### config.mk
export PLATFORM = sky130hd
export DESIGN_NAME = reset_sequencer
export DESIGN_NICKNAME = d
export VERILOG_FILES = /design/src/rtl/reset_sequencer.sv
export SDC_FILE = /design/constraint.sdc
export NUM_CORES = 1
export LEC_CHECK = 0
export ABC_CLOCK_PERIOD_IN_PS = 4550
export BUFFER_PORTS_ARGS = -buffer_cell sky130_fd_sc_hd__buf_2
export CORE_MARGIN = 2
export CORE_UTILIZATION = 50
export CTS_CLUSTER_SIZE = 30
export DETAILED_ROUTE_END_ITERATION = 6
export PLACE_DENSITY = 0.69
export SLEW_MARGIN = 0
export SYNTH_ARGS = -nofsm -noshare
export SYNTH_HDL_FRONTEND = slang
export SYNTH_SLANG_ARGS = --single-unit
### constraint.sdc
create_clock -name i_aclk -period 4.55 [get_ports i_aclk]
set_clock_uncertainty 0.2 [all_clocks]
set_input_delay 0.2275 -clock i_aclk [delete_from_list [all_inputs] [get_ports i_aclk]]
set_output_delay 0.2275 -clock i_aclk [all_outputs]
set_load 0.1 [all_outputs]
### src/rtl/reset_sequencer.sv
// reset_sequencer: staged reset release (mem->periph->core) and reverse-order software reset drain
module reset_sequencer #(
  parameter int HOLD_CYCLES  = 16,
  parameter int STAGE_GAP    = 8,
  parameter int INIT_TIMEOUT = 1024
) (
  input  logic i_aclk,
  input  logic i_areset_n,
  input  logic i_sw_rst_req,
  input  logic i_mem_init_done,
  output logic o_mem_rst_n,
  output logic o_periph_rst_n,
  output logic o_core_rst_n,
  output logic o_rst_busy,
  output logic o_sw_rst_ack,
  output logic o_init_timeout
);
  localparam int MAX_HG = HOLD_CYCLES > STAGE_GAP ? HOLD_CYCLES : STAGE_GAP;
  localparam int MAX_V  = MAX_HG > INIT_TIMEOUT ? MAX_HG : INIT_TIMEOUT;
  localparam int CW     = $clog2(MAX_V + 1);
  typedef enum logic [2:0] {HOLD, WAIT_INIT, REL_GAP, RUN, DRAIN_P, DRAIN_M} state_t;
  state_t state, state_d;
  logic [CW-1:0] cnt, cnt_d;
  logic mem_d, periph_d, core_d, busy_d, ack_d, tmo_d;
  logic hold_end, gap_end, init_end;
  assign hold_end = cnt == CW'(HOLD_CYCLES - 1);
  assign gap_end  = cnt == CW'(STAGE_GAP - 1);
  assign init_end = cnt == CW'(INIT_TIMEOUT - 1);
  always_comb begin
    state_d  = state;
    mem_d    = o_mem_rst_n;
    periph_d = o_periph_rst_n;
    core_d   = o_core_rst_n;
    busy_d   = o_rst_busy;
    ack_d    = 1'b0;
    tmo_d    = o_init_timeout;
    case (state)
      HOLD: if (hold_end) begin
        mem_d   = 1'b1;
        state_d = WAIT_INIT;
      end
      WAIT_INIT: if (i_mem_init_done || init_end) begin
        periph_d = 1'b1;
        tmo_d    = !i_mem_init_done;
        state_d  = REL_GAP;
      end
      REL_GAP: if (gap_end) begin
        core_d  = 1'b1;
        busy_d  = 1'b0;
        state_d = RUN;
      end
      RUN: if (i_sw_rst_req) begin
        core_d  = 1'b0;
        busy_d  = 1'b1;
        ack_d   = 1'b1;
        state_d = DRAIN_P;
      end
      DRAIN_P: if (gap_end) begin
        periph_d = 1'b0;
        state_d  = DRAIN_M;
      end
      DRAIN_M: if (gap_end) begin
        mem_d   = 1'b0;
        state_d = HOLD;
      end
      default: state_d = HOLD;
    endcase
    cnt_d = (state_d != state || state == RUN) ? '0 : cnt + 1'b1;
  end
  always_ff @(posedge i_aclk or negedge i_areset_n) begin
    if (!i_areset_n) begin
      state          <= HOLD;
      cnt            <= '0;
      o_mem_rst_n    <= 1'b0;
      o_periph_rst_n <= 1'b0;
      o_core_rst_n   <= 1'b0;
      o_rst_busy     <= 1'b1;
      o_sw_rst_ack   <= 1'b0;
      o_init_timeout <= 1'b0;
    end else begin
      state          <= state_d;
      cnt            <= cnt_d;
      o_mem_rst_n    <= mem_d;
      o_periph_rst_n <= periph_d;
      o_core_rst_n   <= core_d;
      o_rst_busy     <= busy_d;
      o_sw_rst_ack   <= ack_d;
      o_init_timeout <= tmo_d;
    end
  end
endmodule

## Word-level counts from Yosys, hierarchy flattened

Cells that the tools add are included.

| word-level totals | value |
|---|---|
| register bits | 20 |
| input bits | 4 |
| output and inout bits | 6 |

| cells by class | value |
|---|---|
| add/sub/neg operators | 1 |
| equality and inequality tests | 15 |
| muxes and demuxes | 20 |
| reductions and logical operators | 11 |

Operators with widths:

| kind | count |
|---|---|
| two-way mux 3 bit | 6 |
| case mux 3 bit (6 select lines) | 1 |
| inequality test 2 bit (second input constant) | 6 |
| adder 11 x 1 -> 11 bit (second input constant) | 1 |
| == test 11 x 10 -> 1 bit (second input constant) | 1 |
| == test 11 x 3 -> 1 bit (second input constant) | 1 |
| == test 11 x 4 -> 1 bit (second input constant) | 1 |
| two-way mux 11 bit | 1 |
| AND reduction 3 bit | 3 |
| two-way mux 1 bit | 8 |
| case mux 1 bit (2 select lines) | 4 |
| == test 3 x 2 -> 1 bit (second input constant) | 2 |
| == test 3 bit (second input constant) | 2 |
| nonzero test 2 bit | 3 |
| == test 3 x 1 -> 1 bit (second input constant) | 1 |
| logical NOT 3 bit | 1 |
| inequality test 3 bit | 1 |
| logical OR 1 bit | 2 |
| AND reduction 2 bit | 1 |
| logical NOT 1 bit | 1 |

## Logic depth before layout (Yosys ltp)

| logic depth | value |
|---|---|
| depth after elaboration | 7 |
| depth in mapped cells | 6 |
| gate-level depth less buffers | 5 |

## Least setup slack after synthesis

OpenSTA, ideal clock, no wires.

| path | value |
|---|---|
| kind | register to register |
| start point | reg cnt[0] |
| end point | reg state[0] |
| library setup time | 0.124 ns |
| arrival | 1.513 ns |
| data required time | 4.226 ns |
| setup slack | 2.713 ns |
| stages on the path, launching flop included | 7 |
| period minus slack after synthesis | 1.837 ns |
| cell sequence | dfrtp_1 -> ha_1 -> and2_1 -> and4b_1 -> buf_4 -> xor2_1 -> a211o_1 |

| on the way | value |
|---|---|
| longest elaborated chain between the ends | 4 |
| elaborated cells between the ends (all ways) | 10 |
| classes of those cells | eq/ne (3); mux (6); reduce/logical (1) |

Ends and longest elaborated chain:

| what | RTL line | text |
|---|---|---|
| from (decl) | 23 | `logic [CW-1:0] cnt, cnt_d;` |
| from (signal assigned) | 82 | `cnt <= cnt_d;` |
| == test 11 x 10 -> 1 bit | 28 | `assign init_end = cnt == CW'(INIT_TIMEOUT - 1);` |
| logical OR 1 bit | 42 | `WAIT_INIT: if (i_mem_init_done \|\| init_end) begin` |
| two-way mux 3 bit | 42 |  |
| case mux 3 bit (6 select lines) (*) | 37 | `case (state)` |
| net state_d[0] | 22 | `state_t state, state_d;` |
| to (signal assigned) | 81 | `state <= state_d;` |
| to (decl) | 22 |  |

The timed path passes the listed nets; every way through them passes the cells marked *.
A chain may end at the register's enable or synchronous reset.

## Final worst setup path

| path | value |
|---|---|
| start point | reg cnt[0] |
| end point | reg cnt[3] |

| on the way | value |
|---|---|
| longest elaborated chain between the ends | 7 |
| elaborated cells between the ends (all ways) | 14 |
| classes of those cells | add/sub (1); eq/ne (4); mux (7); reduce/logical (2) |

Ends and longest elaborated chain:

| what | RTL line | text |
|---|---|---|
| == test 11 x 10 -> 1 bit | 28 |  |
| logical OR 1 bit | 42 |  |
| two-way mux 3 bit | 42 |  |
| case mux 3 bit (6 select lines) | 37 |  |
| inequality test 3 bit | 68 | `cnt_d = (state_d != state \|\| state == RUN) ? '0 : cnt + 1'b1;` |
| logical OR 1 bit | 68 |  |
| two-way mux 11 bit (*) | 68 |  |
| net cnt_d[3] | 23 |  |

Marks and branches as above.

==> flow_summary.json <==
{
  "dp_cells": 135,
  "setup_ws_ns": 2.55,
  "fin_crit_ns": 2.00,
  "multi_input_area_um2": 529,
  "synth_area_leaders": "dfrtp_1 (44%), xor2_1 (5.7%), nor4_4 (3.9%), nor2_1 (3.8%), a21oi_1 (2.8%)",
  "power_density_nw_per_um2": 671,
  "cts_num_sinks": 20,
  "htree_levels": 1,
  "area_growth_pct": 7.64,
  "reg2regPathDepth": 5,
  "worstSetupPathType": "reg -> reg",
  "syn_inst": 106,
  "start_util_pct": 54.0,
  "maxSlewHeadroom_pct": 68.0,
  "gp_congestion": 0.810,
  "grt_pass1_wl_um": 3300,
  "drt-wirelength-per-cell_um": 13.4,
  "p_leak_nw": 0.547,
  "required_ns": 4.52,
  "path_clk_slew_ns": 0.10,
  "drc_errors": 0,
  "final_cell_count_no_fill": 141,
  "outcome": "finished clean",
  "grt_max_degree": 21,
  "die-area_um2": 2550,
  "yosysWarnings": 0,
  "yosys_most_used_dff": "dfrtp_1",
  "final-setup-viol-count": 0,
  "crit_path_start": "cnt[0]",
  "syn_nets": 111,
  "cts_buffers": 3,
  "num_rows": 16,
  "cts_tree": "yes",
  "worstMarginPinSlew_ns": 0.480,
  "worstSkewPairLatency_ns": 0.30,
  "finalCoreUtilization_pct": 58.1,
  "synth_top_area_share_pct": 44.0,
  "holdWs_ns": 0.0428,
  "slew_viol_final": 0,
  "die_w_um": 50.5,
  "clockBufferDepth": 2,
  "drt_first_pass_iters": 5,
  "finalCritPeriodShare_pct": 43.9,
  "syn_avg_cell_area_um2": 10.2,
  "grt_pass1_vias": 732,
  "io_pins": 10,
  "portBuffers": 9,
  "cp-end-kind": "flip-flop",
  "dr.first_iter.drc_count": 11,
  "drive_above_1_share_pct": 15.8,
  "pre_cts_ws_ns": 2.53,
  "postSynth.asyncResetShare_pct": 100,
  "rr_startpoint": "cnt[0]",
  "nets": 120,
  "seq_area_um2": 502,
  "num_antenna_cells": 0,
  "grt_usage_pct": 17.1,
  "synth.distinct_cells": 37,
  "die_y_um": 50.5,
  "synth_edf_count": 0,
  "cp-start-kind": "flip-flop",
  "post_cts_resized": 0,
  "hold_depth": 4,
  "yosysSeqAreaShare_pct": 46.4,
  "globalRouteOverflowTotal": 0,
  "max-cap-violations": 0,
  "netlist_area_um2": 1080,
  "crit_fanout": 11,
  "tns_ns": 0,
  "synth-seq-cells": 20,
  "dp_hpwl_um": 1300,
  "finalHoldViolations": 0,
  "min-delay-start": "i_sw_rst_req",
  "num_vias": 801,
  "vdd_ir_drop_max_mv": 0.473,
  "antenna_found_initial": 0,
  "routed_wl_um": 1890,
  "clockRootBuffer": "clkbuf_4",
  "synth.largest_area_cell": "dfrtp_1",
  "min_path_type": "in -> reg",
  "fmax_mhz": 501,
  "grt_setup_unrepaired": "no",
  "fillers": 193,
  "postRouteAntennaNets": 0,
  "post_drt_via_cell_ratio": 5.68,
  "core_area_um2": 2000,
  "arrival_ns": 1.97
}
cell usage in the layout (no fill, tap or decap), types with 2 or more instances in the layout:
| cell type | count |
|---|---|
| nor2b_1 | 4 |
| and4_1 | 2 |
| a211o_1 | 2 |
| nand3_1 | 6 |
| a21oi_1 | 6 |
| dfrtp_1 | 19 |
| nor2_1 | 11 |
| nor4_4 | 2 |
| dlygate4sd3_1 | 2 |
| and3_1 | 2 |
| xor2_1 | 7 |
| clkbuf_4 | 3 |
| a31oi_1 | 3 |
| inv_1 | 2 |
| nand2b_1 | 2 |
| nand4_1 | 3 |
| o21ai_0 | 2 |
| buf_2 | 9 |
| nor3b_1 | 2 |
| xnor2_1 | 3 |
| nand2_1 | 6 |
path summary, 6_finish.rpt:
kind | to | slack (ns)
setup / recovery | cnt[3] | 2.55
hold / removal | o_core_rst_n | 0.04
setup reg to reg | cnt[3] | 2.55
hold reg to reg | cnt[0] | 0.30
max in group asynchronous | o_rst_busy | 3.61
min in group asynchronous | cnt[7] | 0.19
routing by layer:
layer / part of all wire, % / up-vias / global-route usage [%] / wire, um
met3: 3.7 / 4 / 3.57 / 69
met2: 45 / 17 / 26.3 / 859
met4: 1.2 / 0 / 6.76 / 23
li1: - / 388 / - / -
met5: 0 / - / 0 / 0
met1: 50 / 392 / 23.5 / 936
area by class of cell:
type / count / share of cell area (%)
multi-input cells: 77 / 45.5
well taps: 27 / 2.90
flip-flops and latches: 20 / 43.1
clock buffers: 4 / 2.26
repair buffers: 11 / 5.59
inverters: 2 / 0.645
repair_timing:
action,4_1_cts,5_1_grt
buffers inserted,0,0
setup endpoints to repair,0,0
endpoints found under the hold margin,21,0
hold buffers,2,0
state kept, by name, summed over array words and instances, names as in the netlist:
register and count:
cnt 11, o_core_rst_n 1, o_init_timeout 1, o_mem_rst_n 1, o_periph_rst_n 1, o_rst_busy 1
o_sw_rst_ack 1, state 3
critical path, cell delays in order, from the launching register on:
cell       delay (ns)
dfrtp_1          0.40
ha_1             0.23
nand3_1          0.17
nor4_4           0.34
a2bb2oi_2        0.45
nor2_1           0.10
cells in the mapped netlist, types with 3 or more instances:
cell type and instances:
a21oi_1 6, a31oi_1 3, buf_2 4, dfrtp_1 19
nand2_1 6, nand3_1 6, nand4_1 3, nor2_1 11
nor2b_1 4, xnor2_1 3, xor2_1 7
per-stage QoR:
stage / power [W] / cell area (um2)
after floorplan: 0.000652 / 1080
after global routing: 0.000831 / 1160
final: 0.000780 / 1160
after global placement: 0.000689 / 1120
after detailed placement: 0.000697 / 1120
after CTS: 0.000787 / 1160
report_power, final:
part	switching [W]	total (W)	internal, W
Combinational	0.000272	0.000382	0.000110
Clock	0.0000529	0.0000870	0.0000341
Sequential	0.0000751	0.000311	0.000236
cell families (layout without fill, tap and decap cells):
kind of cell    after synthesis  after routing  share of synthesized area, %
mux                           1              1                         0.926
simple gates                 45             45                          25.7
fa+ha+maj                     1              1                          1.16
buf+inv                       9             17                          4.63
flops                        20             20                          46.4
xor+xnor                     10             10                          8.10
compound gates               20             20                          13.1
Power figures use the tool's default switching activity.
